--- src/rtl/des_spi_controller_if.sv ---
// des_spi_controller_if: byte-stream and DES-core signals of the SPI-DES command sequencer
interface des_spi_controller_if #(parameter int BYTES = 8);
  localparam int W = 8 * BYTES;
  logic [7:0] rx_data;
  logic rx_valid;
  logic rx_ready;
  logic [7:0] tx_data;
  logic tx_valid;
  logic tx_ready;
  logic [W-1:0] key_out;
  logic [W-1:0] data_out;
  logic des_start;
  logic des_done;
  logic [W-1:0] des_result;
  logic busy;
  logic err;
  modport master (
    input rx_data, rx_valid, tx_ready, des_done, des_result,
    output rx_ready, tx_data, tx_valid, key_out, data_out, des_start, busy, err
  );
  modport slave (
    output rx_data, rx_valid, tx_ready, des_done, des_result,
    input rx_ready, tx_data, tx_valid, key_out, data_out, des_start, busy, err
  );
endinterface

--- src/rtl/des_spi_controller.sv ---
// des_spi_controller: decodes SPI command bytes, loads key/data, runs the DES core and streams the result out
module des_spi_controller #(
  parameter int BYTES = 8,
  parameter int TIMEOUT = 255
) (
  input logic clk,
  input logic rst,
  des_spi_controller_if.master bus
);
  localparam int W = 8 * BYTES;
  localparam int CW = $clog2(BYTES) + 1;
  localparam int TW = $clog2(TIMEOUT + 1);
  typedef enum logic [2:0] {IDLE, LOAD_KEY, LOAD_DATA, RUN, READ} state_t;
  state_t state;
  logic [W-1:0] staging, key, data, result, tx_shift, shifted;
  logic key_loaded, data_loaded, result_valid;
  logic [CW-1:0] cnt;
  logic [TW-1:0] tcnt;
  logic rx_fire, tx_fire, last;
  assign rx_fire = bus.rx_valid && bus.rx_ready;
  assign tx_fire = bus.tx_valid && bus.tx_ready;
  assign last = cnt == CW'(BYTES - 1);
  assign shifted = W'({staging, bus.rx_data});
  assign bus.key_out = key;
  assign bus.data_out = data;
  assign bus.busy = state != IDLE;
  // RUN covers both the start cycle and the wait for done; tcnt counts cycles since start
  always_ff @(posedge clk) begin
    if (!rst) begin
      state <= IDLE;
      staging <= '0;
      key <= '0;
      data <= '0;
      result <= '0;
      tx_shift <= '0;
      key_loaded <= 1'b0;
      data_loaded <= 1'b0;
      result_valid <= 1'b0;
      cnt <= '0;
      tcnt <= '0;
      bus.rx_ready <= 1'b0;
      bus.tx_valid <= 1'b0;
      bus.tx_data <= '0;
      bus.des_start <= 1'b0;
      bus.err <= 1'b0;
    end else begin
      bus.des_start <= 1'b0;
      bus.err <= 1'b0;
      case (state)
        IDLE: begin
          bus.rx_ready <= 1'b1;
          if (rx_fire) begin
            cnt <= '0;
            case (bus.rx_data)
              8'h01: state <= LOAD_KEY;
              8'h02: state <= LOAD_DATA;
              8'h03: if (key_loaded && data_loaded) begin
                state <= RUN;
                bus.des_start <= 1'b1;
                bus.rx_ready <= 1'b0;
                tcnt <= '0;
              end else bus.err <= 1'b1;
              8'h04: if (result_valid) begin
                state <= READ;
                bus.rx_ready <= 1'b0;
                bus.tx_valid <= 1'b1;
                bus.tx_data <= result[W-1 -: 8];
                tx_shift <= result << 8;
              end else bus.err <= 1'b1;
              default: bus.err <= 1'b1;
            endcase
          end
        end
        LOAD_KEY, LOAD_DATA: if (rx_fire) begin
          staging <= shifted;
          cnt <= last ? '0 : cnt + 1'b1;
          if (last) begin
            if (state == LOAD_KEY) begin
              key <= shifted;
              key_loaded <= 1'b1;
            end else begin
              data <= shifted;
              data_loaded <= 1'b1;
            end
            result_valid <= 1'b0;
            state <= IDLE;
          end
        end
        RUN: if (bus.des_done) begin
          result <= bus.des_result;
          result_valid <= 1'b1;
          state <= IDLE;
          bus.rx_ready <= 1'b1;
        end else if (tcnt == TW'(TIMEOUT - 1)) begin
          bus.err <= 1'b1;
          state <= IDLE;
          bus.rx_ready <= 1'b1;
        end else tcnt <= tcnt + 1'b1;
        READ: if (tx_fire) begin
          cnt <= last ? '0 : cnt + 1'b1;
          if (last) begin
            bus.tx_valid <= 1'b0;
            bus.rx_ready <= 1'b1;
            state <= IDLE;
          end else begin
            bus.tx_data <= tx_shift[W-1 -: 8];
            tx_shift <= tx_shift << 8;
          end
        end
        default: state <= IDLE;
      endcase
    end
  end
endmodule

--- src/flat_wrapper.sv ---
// flat-port wrapper written by rule: the top's interface ports become plain ports
module des_spi_controller_flat 
#(
  parameter int BYTES = 8,
  parameter int TIMEOUT = 255
)
  (clk, rst, bus_rx_data, bus_rx_valid, bus_tx_ready, bus_des_done, bus_des_result, bus_rx_ready, bus_tx_data, bus_tx_valid, bus_key_out, bus_data_out, bus_des_start, bus_busy, bus_err);
  des_spi_controller_if #(.BYTES(BYTES)) bus_i ();
  input logic clk;
  input logic rst;
  input wire logic [$bits(bus_i.rx_data)-1:0] bus_rx_data;
  input wire logic [$bits(bus_i.rx_valid)-1:0] bus_rx_valid;
  input wire logic [$bits(bus_i.tx_ready)-1:0] bus_tx_ready;
  input wire logic [$bits(bus_i.des_done)-1:0] bus_des_done;
  input wire logic [$bits(bus_i.des_result)-1:0] bus_des_result;
  output wire logic [$bits(bus_i.rx_ready)-1:0] bus_rx_ready;
  output wire logic [$bits(bus_i.tx_data)-1:0] bus_tx_data;
  output wire logic [$bits(bus_i.tx_valid)-1:0] bus_tx_valid;
  output wire logic [$bits(bus_i.key_out)-1:0] bus_key_out;
  output wire logic [$bits(bus_i.data_out)-1:0] bus_data_out;
  output wire logic [$bits(bus_i.des_start)-1:0] bus_des_start;
  output wire logic [$bits(bus_i.busy)-1:0] bus_busy;
  output wire logic [$bits(bus_i.err)-1:0] bus_err;
  assign bus_i.rx_data = bus_rx_data;
  assign bus_i.rx_valid = bus_rx_valid;
  assign bus_i.tx_ready = bus_tx_ready;
  assign bus_i.des_done = bus_des_done;
  assign bus_i.des_result = bus_des_result;
  assign bus_rx_ready = bus_i.rx_ready;
  assign bus_tx_data = bus_i.tx_data;
  assign bus_tx_valid = bus_i.tx_valid;
  assign bus_key_out = bus_i.key_out;
  assign bus_data_out = bus_i.data_out;
  assign bus_des_start = bus_i.des_start;
  assign bus_busy = bus_i.busy;
  assign bus_err = bus_i.err;
  des_spi_controller #(.BYTES(BYTES), .TIMEOUT(TIMEOUT)) u_core (.clk(clk), .rst(rst), .bus(bus_i));
endmodule
--- config.mk ---
export PLATFORM = sky130hd
export DESIGN_NAME = des_spi_controller_flat
export DESIGN_NICKNAME = d
export VERILOG_FILES = /design/src/rtl/des_spi_controller_if.sv /design/src/rtl/des_spi_controller.sv /design/src/flat_wrapper.sv
export SDC_FILE = /design/constraint.sdc
export NUM_CORES = 1
export LEC_CHECK = 0
export BUFFER_PORTS_ARGS = -buffer_cell sky130_fd_sc_hd__buf_4
export CAP_MARGIN = 20
export CORE_MARGIN = 2
export CORE_UTILIZATION = 40
export CTS_CLUSTER_DIAMETER = 120
export CTS_CLUSTER_SIZE = 8
export DETAILED_ROUTE_END_ITERATION = 8
export HOLD_SLACK_MARGIN = 0.06
export PLACE_DENSITY = 0.59
export SLEW_MARGIN = 20
export SYNTH_ARGS = -nofsm -noshare
export SYNTH_HDL_FRONTEND = slang
export SYNTH_SLANG_ARGS = --single-unit
--- constraint.sdc ---
create_clock -name clk -period 2.5 [get_ports clk]
set_clock_uncertainty 0.15 [all_clocks]
set_input_delay 0.5 -clock clk [delete_from_list [all_inputs] [get_ports clk]]
set_output_delay 0.5 -clock clk [all_outputs]
set_load 0.1 [all_outputs]
; Word level (Yosys, flattened, before mapping)
; Cells that the tools add are included.
[totals]
ff_bits = 342
latchBits = 0
ramBits = 0
romBits = 0
input_bits = 77
output_inout_bits = 141
elab_cells = 127
memories = 0
[op_classes]
n_addsub = 2
mul = 0
div_mod_pow = 0
order_cmp = 0
eq_ne = 27
shift = 0
mux = 57
bitwise = 1
n_reduce_logical = 24
[ops]
columns = op, count
row1 = 64-bit two-way mux, 5
row2 = 64-bit case mux with 2 select lines, 1
row3 = 8-bit two-way mux, 10
row4 = 8-bit case mux with 2 select lines, 2
row5 = 3-bit two-way mux, 8
row6 = 3-bit case mux with 4 select lines, 2
row7 = 4-bit AND reduction, 6
row8 = 1-bit two-way mux, 18
row9 = 6-bit AND reduction, 3
row10 = "8-bit by 2-bit == test with 1-bit output, second input constant", 2
row11 = 4-bit two-way mux, 4
row12 = "2-bit by 1-bit != test with 1-bit output, second input constant", 7
row13 = "2-bit != test, second input constant", 6
row14 = 4-bit case mux with 3 select lines, 1
row15 = "3-bit by 2-bit != test with 1-bit output, second input constant", 3
row16 = 3-bit nonzero test, 3
row17 = "8-bit by 1-bit adder with 8-bit output, second input constant", 1
row18 = "8-bit by 1-bit == test with 1-bit output, second input constant", 1
row19 = "8-bit by 3-bit == test with 1-bit output, second input constant", 1
row20 = "8-bit == test, second input constant", 1
row21 = 1-bit case mux with 2 select lines, 4
row22 = 7-bit AND reduction, 1
row23 = "3-bit by 2-bit == test with 1-bit output, second input constant", 2
row24 = 1-bit case mux with 3 select lines, 2
row25 = 11 further kinds, 17

; Logic depth before layout (Yosys ltp)
[logic_depth]
depth_word = 5
mapped_depth = 8
ltp_nobuf = 7

; Worst setup path before layout
; No wires, ideal clock.
[synth_timing]
path_type = register -> register
from = register u_core.bus.rx_ready
to = register u_core.bus.tx_data[0]
setup_ps = 117
arrival_ps = 2442
required_ps = 2233
setup_slack_ps = -209
stages_incl_launch_ff = 8
path_buffers = 2
synth_period_minus_slack_ps = 2709
cell_sequence = dfxtp_1 -> and3b_1 -> nand4b_1 -> a22oi_1 -> clkbuf_1 -> clkbuf_1 -> nand2_1 -> o211a_1
[synth_via]
elab_chain_cells = 3
[synth_lines]
columns = element, line_no
row1 = start: declaration, des_spi_controller_if.sv:19  ; output rx_ready, tx_data, tx_valid, key_out, data_out, des_start, busy, err
row2 = start signal: assignment, des_spi_controller.sv:41  ; bus.rx_ready <= 1'b0;
row3 = start signal: assignment, des_spi_controller.sv:51  ; bus.rx_ready <= 1'b1;
row4 = start signal: assignment, des_spi_controller.sv:60  ; bus.rx_ready <= 1'b0;
row5 = 1-bit logical AND, des_spi_controller.sv:20  ; assign rx_fire = bus.rx_valid && bus.rx_ready;
row6 = 2-bit by 1-bit != test with 1-bit output (no source line), -
row7 = 6-bit AND reduction (no source line), -
row8 = end signal: assignment, des_spi_controller.sv:67  ; bus.tx_data <= result[W-1 -: 8];
row9 = end signal: assignment, des_spi_controller.sv:106  ; bus.tx_data <= tx_shift[W-1 -: 8];
row10 = end: declaration, des_spi_controller_if.sv:19
; No other way between the ends.
; A chain may end at the register's enable or synchronous reset.

; Final worst setup path
[layout_timing]
from = register u_core.state[2]
to = register u_core.tcnt[7]
[layout_via]
elab_chain_cells = 3
elab_cells_between_ends = 10
classes_between = eq/ne (6) / mux (1) / reduce/logical (3)
[layout_lines]
columns = element, line_no
row1 = start: declaration, des_spi_controller.sv:14  ; state_t state;
row2 = start signal: assignment, des_spi_controller.sv:30  ; state <= IDLE;
row3 = start signal: assignment, des_spi_controller.sv:55  ; 8'h01: state <= LOAD_KEY;
row4 = start signal: assignment, des_spi_controller.sv:56  ; 8'h02: state <= LOAD_DATA;
row5 = 3-bit by 2-bit == test with 1-bit output / 3-bit zero test (equally long branches), des_spi_controller.sv:49  ; case (state)
row6 = "2-bit != test (no source line), or another cell as far along", -
row7 = 6-bit AND reduction (no source line), -
row8 = end signal: assignment, des_spi_controller.sv:98  ; end else tcnt <= tcnt + 1'b1;
row9 = end: declaration, des_spi_controller.sv:18  ; logic [TW-1:0] tcnt;
; Several ways; a longest one is shown, not always the timed one.

==> run_results.csv <==
group,metric,value,unit
final_layout,final_nets,1785,
sta,setup_viol,0,
floorplanning,coreArea,32500,um2
logic_synthesis,yosys_warnings,0,
global_routing,grt_pass1_wl,54.6,mm
floorplanning,initial_core_util,40.5,%
min_path,min_to,"u_core.result[10]",
sta,max_freq,0.435,GHz
sta,final_hold_viol_count,0,
min_path,hold_depth,3,
drt,wl,34.0,mm
drt,drtIter0Drc,566,
logic_synthesis,ys.flop_type,"dfxtp_1",
worst_setup_path,path_max_fanout,8,
clock_tree,hold_buffers,2,
final_layout,stdcell_count,2149,
final_layout,multiInputGateArea,6040,um2
place,dp_hpwl,22.3,mm
clock_tree,clk_pin_slew,0.05,ns
drt,wl_per_cell,15.8,um
clock_tree,numClockSinks,334,
drt,first_pass_iters,5,
min_path,hold_class,"in -> reg",
logic_synthesis,synth.top_cell.area_share,50.9,%
floorplanning,dieArea,34300,um2
final_layout,diodes,0,
worst_setup_path,end_kind,"register",
logic_synthesis,syn-num-nets,1589,
drt,ant_nets,0,
logic_synthesis,synth-seq-cells,334,
place,finalWeightedCongestion,0.846,
min_path,hold_path.startpoint,"bus_des_result[10]",
clock_tree,htreeDepth,2,
final_layout,seq_area,6690,um2
drt,vias_per_cell,4.97,
final_layout,fillers,3106,
logic_synthesis,synthArstFlopShare,0,%
sta,min_period_over_period,92.0,%
run_status,status,"finished, final reports clean",
place,port_buffers,217,
worst_setup_path,crit_type,"reg -> reg",
floorplanning,dieHeight,185,um
sta,drv_slew,0,
floorplanning,ios,218,
sta,post-route-min-period,2.30,ns
floorplanning,die_x,185,um
logic_synthesis,ys_seq_area_share,50.9,%
power_and_ir_drop,ir_worst_vdd,0.452,mV
logic_synthesis,synth_top_area_cell,"dfxtp_1",
worst_setup_path,reg2reg_to,"u_core.tcnt[7]",
worst_setup_path,rrSetupSlack,0.20,ns
worst_setup_path,crit_arrival,2.61,ns
logic_synthesis,synth.avg_cell_area,8.71,um2
final_layout,drive_gt1_share,19.2,%
sta,max_slew.worst_pin.slew,0.729,ns
drt,vias,10700,
sta,relSlewSlack,51.4,%
clock_tree,cts_buffers,47,
final_layout,area_growth,26.9,%
logic_synthesis,ys_types,50,
power_and_ir_drop,totalPowerFinal,11100,uW
worst_setup_path,startpoint_type,"register",
logic_synthesis,syn_area,13100,um2
floorplanning,rows,66,
place,dp_cells,2096,
logic_synthesis,synth_area_leaders,"dfxtp_1 51%, nand2_1 16%, a21boi_0 14%",
job,maxCapViolCount,0,
logic_synthesis,synthCells,1509,
power_and_ir_drop,p_leak,0.00656,uW
clock_tree,post_cts_buffers,0,
global_routing,antenna_found_initial,0,
worst_setup_path,reg2reg_depth,5,
drt,route.detailed.drc,0,
clock_tree,cts_tree,"built",
sta,rsz0062_at_grt,"no",
power_and_ir_drop,power.density,668,nW/um2
global_routing,gr-usage-all-layers,19.7,%
clock_tree,ctsRootBufferMaster,"clkbuf_16",
logic_synthesis,synth_most_common_cell,"nand2_1",
global_routing,grt_pass1_vias,10200,
global_routing,grt_max_degree,67,
clock_tree,cts_buffer_depth,3,
logic_synthesis,synth_edf_count,0,
sta,hold-worst-slack,0.0813,ns
clock_tree,insertion_delay,0.53,ns
global_routing,grt.overflow.total,0,
worst_setup_path,timing.rr.start,"u_core.state[2]",
logic_synthesis,synthTopCellsByCount,"568 x nand2_1, 334 x dfxtp_1, 252 x a21boi_0",
worst_setup_path,cp.required,2.81,ns
clock_tree,post_cts_resized,0,
==> logic make-up (layout without fill, tap and decap cells) <==
family	count (synthesis)	after routing	share of synthesized area, %
AND/OR/NAND/NOR	634	634	19.3
AO/OA/AOI/OAI	361	361	21.5
flip-flops	334	334	50.9
buffers and inverters	116	314	3.39
multiplexers	57	57	4.34
XOR/XNOR	4	4	0.267
adder cells (fa/ha/maj)	3	3	0.286
==> stage by stage <==
| step | worst slack, ns | area, um2 | setup TNS (ns) | util, % |
|---|---|---|---|---|
| 5_1_grt | 0.0995 | 16700 | 0 | 51.4 |
| 3_3_place_gp | -0.102 | 15400 | -0.266 | 47.5 |
| 6_report | 0.199 | 16700 | 0 | 51.4 |
| 2_1_floorplan | 0.0272 | 13200 | 0 | - |
| 4_1_cts | 0.202 | 16700 | 0 | 51.4 |
| 3_5_place_dp | -0.0982 | 15400 | -0.361 | 47.5 |
==> how the worst max path moves through the flow <==
stage | startpoint | to | slack (ns)
6_report | u_core.state[2] | u_core.tcnt[7] | 0.20
5_1_grt | u_core.state[2] | u_core.tcnt[7] | 0.1
4_1_cts | u_core.state[2] | u_core.tcnt[7] | 0.20
3_5_place_dp | bus_rx_data[5] | u_core.tcnt[7] | -0.1
3_3_place_gp | bus_rx_data[5] | u_core.tcnt[7] | -0.10
2_1_floorplan | bus_rx_data[5] | u_core.tcnt[7] | 0.03
==> cell usage in the layout (no fill, tap or decap), types with 4 or more instances in the layout <==
master,Yosys,layout
a21boi_0,252,252
a21oi_1,8,8
a22o_1,8,8
and2_1,7,5
buf_12,0,13
buf_4,0,245
clkbuf_16,0,48
dfxtp_1,334,332
mux2i_1,57,57
nand2_1,568,566
nand3_1,9,8
nor2_1,12,12
nor2b_1,4,4
o211a_1,57,57
o21ai_0,11,11
or3_1,6,4
==> worst max-delay path: stages, from the launching register on <==
cell	delay [ns]
dfxtp_1	0.31
or3_4	0.43
or4_4	0.53
a21o_1	0.27
or4_1	0.41
a21oi_1	0.13
==> cell type report <==
cell class                      count  share of cell area (%)
Multi-Input combinational cell   1059                    36.3
Clock inverter                      2                   0.150
Inverter                            2                  0.0450
Tap cell                          442                    3.32
Sequential cell                   334                    40.1
Clock buffer                       49                    7.29
Timing Repair Buffer              261                    12.8
==> state kept, by name, summed over array words and instances (netlist names) <==
name,count
u_core.bus.data_out,64
u_core.bus.des_start,1
u_core.bus.err,1
u_core.bus.key_out,64
u_core.bus.rx_ready,1
u_core.bus.tx_data,8
u_core.bus.tx_valid,1
u_core.cnt,4
u_core.data_loaded,1
u_core.key_loaded,1
u_core.result,64
u_core.result_valid,1
u_core.staging,56
u_core.state,3
u_core.tcnt,8
u_core.tx_shift,56
==> per-layer routing <==
metal | routed length [um] | track usage (%) | vias up
li1 | - | - | 5422
met1 | 16100 | 26.6 | 4993
met2 | 15800 | 32.8 | 221
met3 | 1650 | 3.66 | 35
met5 | 0 | 0 | -
met4 | 418 | 4.44 | 0
==> power by group <==
group / leakage (uW) / switching (uW) / internal (uW) / total, uW
Sequential: 0.00269 / 1.80 / 5340 / 5340
Combinational: 0.00326 / 136 / 157 / 293
Clock: 0.000610 / 2120 / 3380 / 5500
Power figures use the tool's default switching activity.
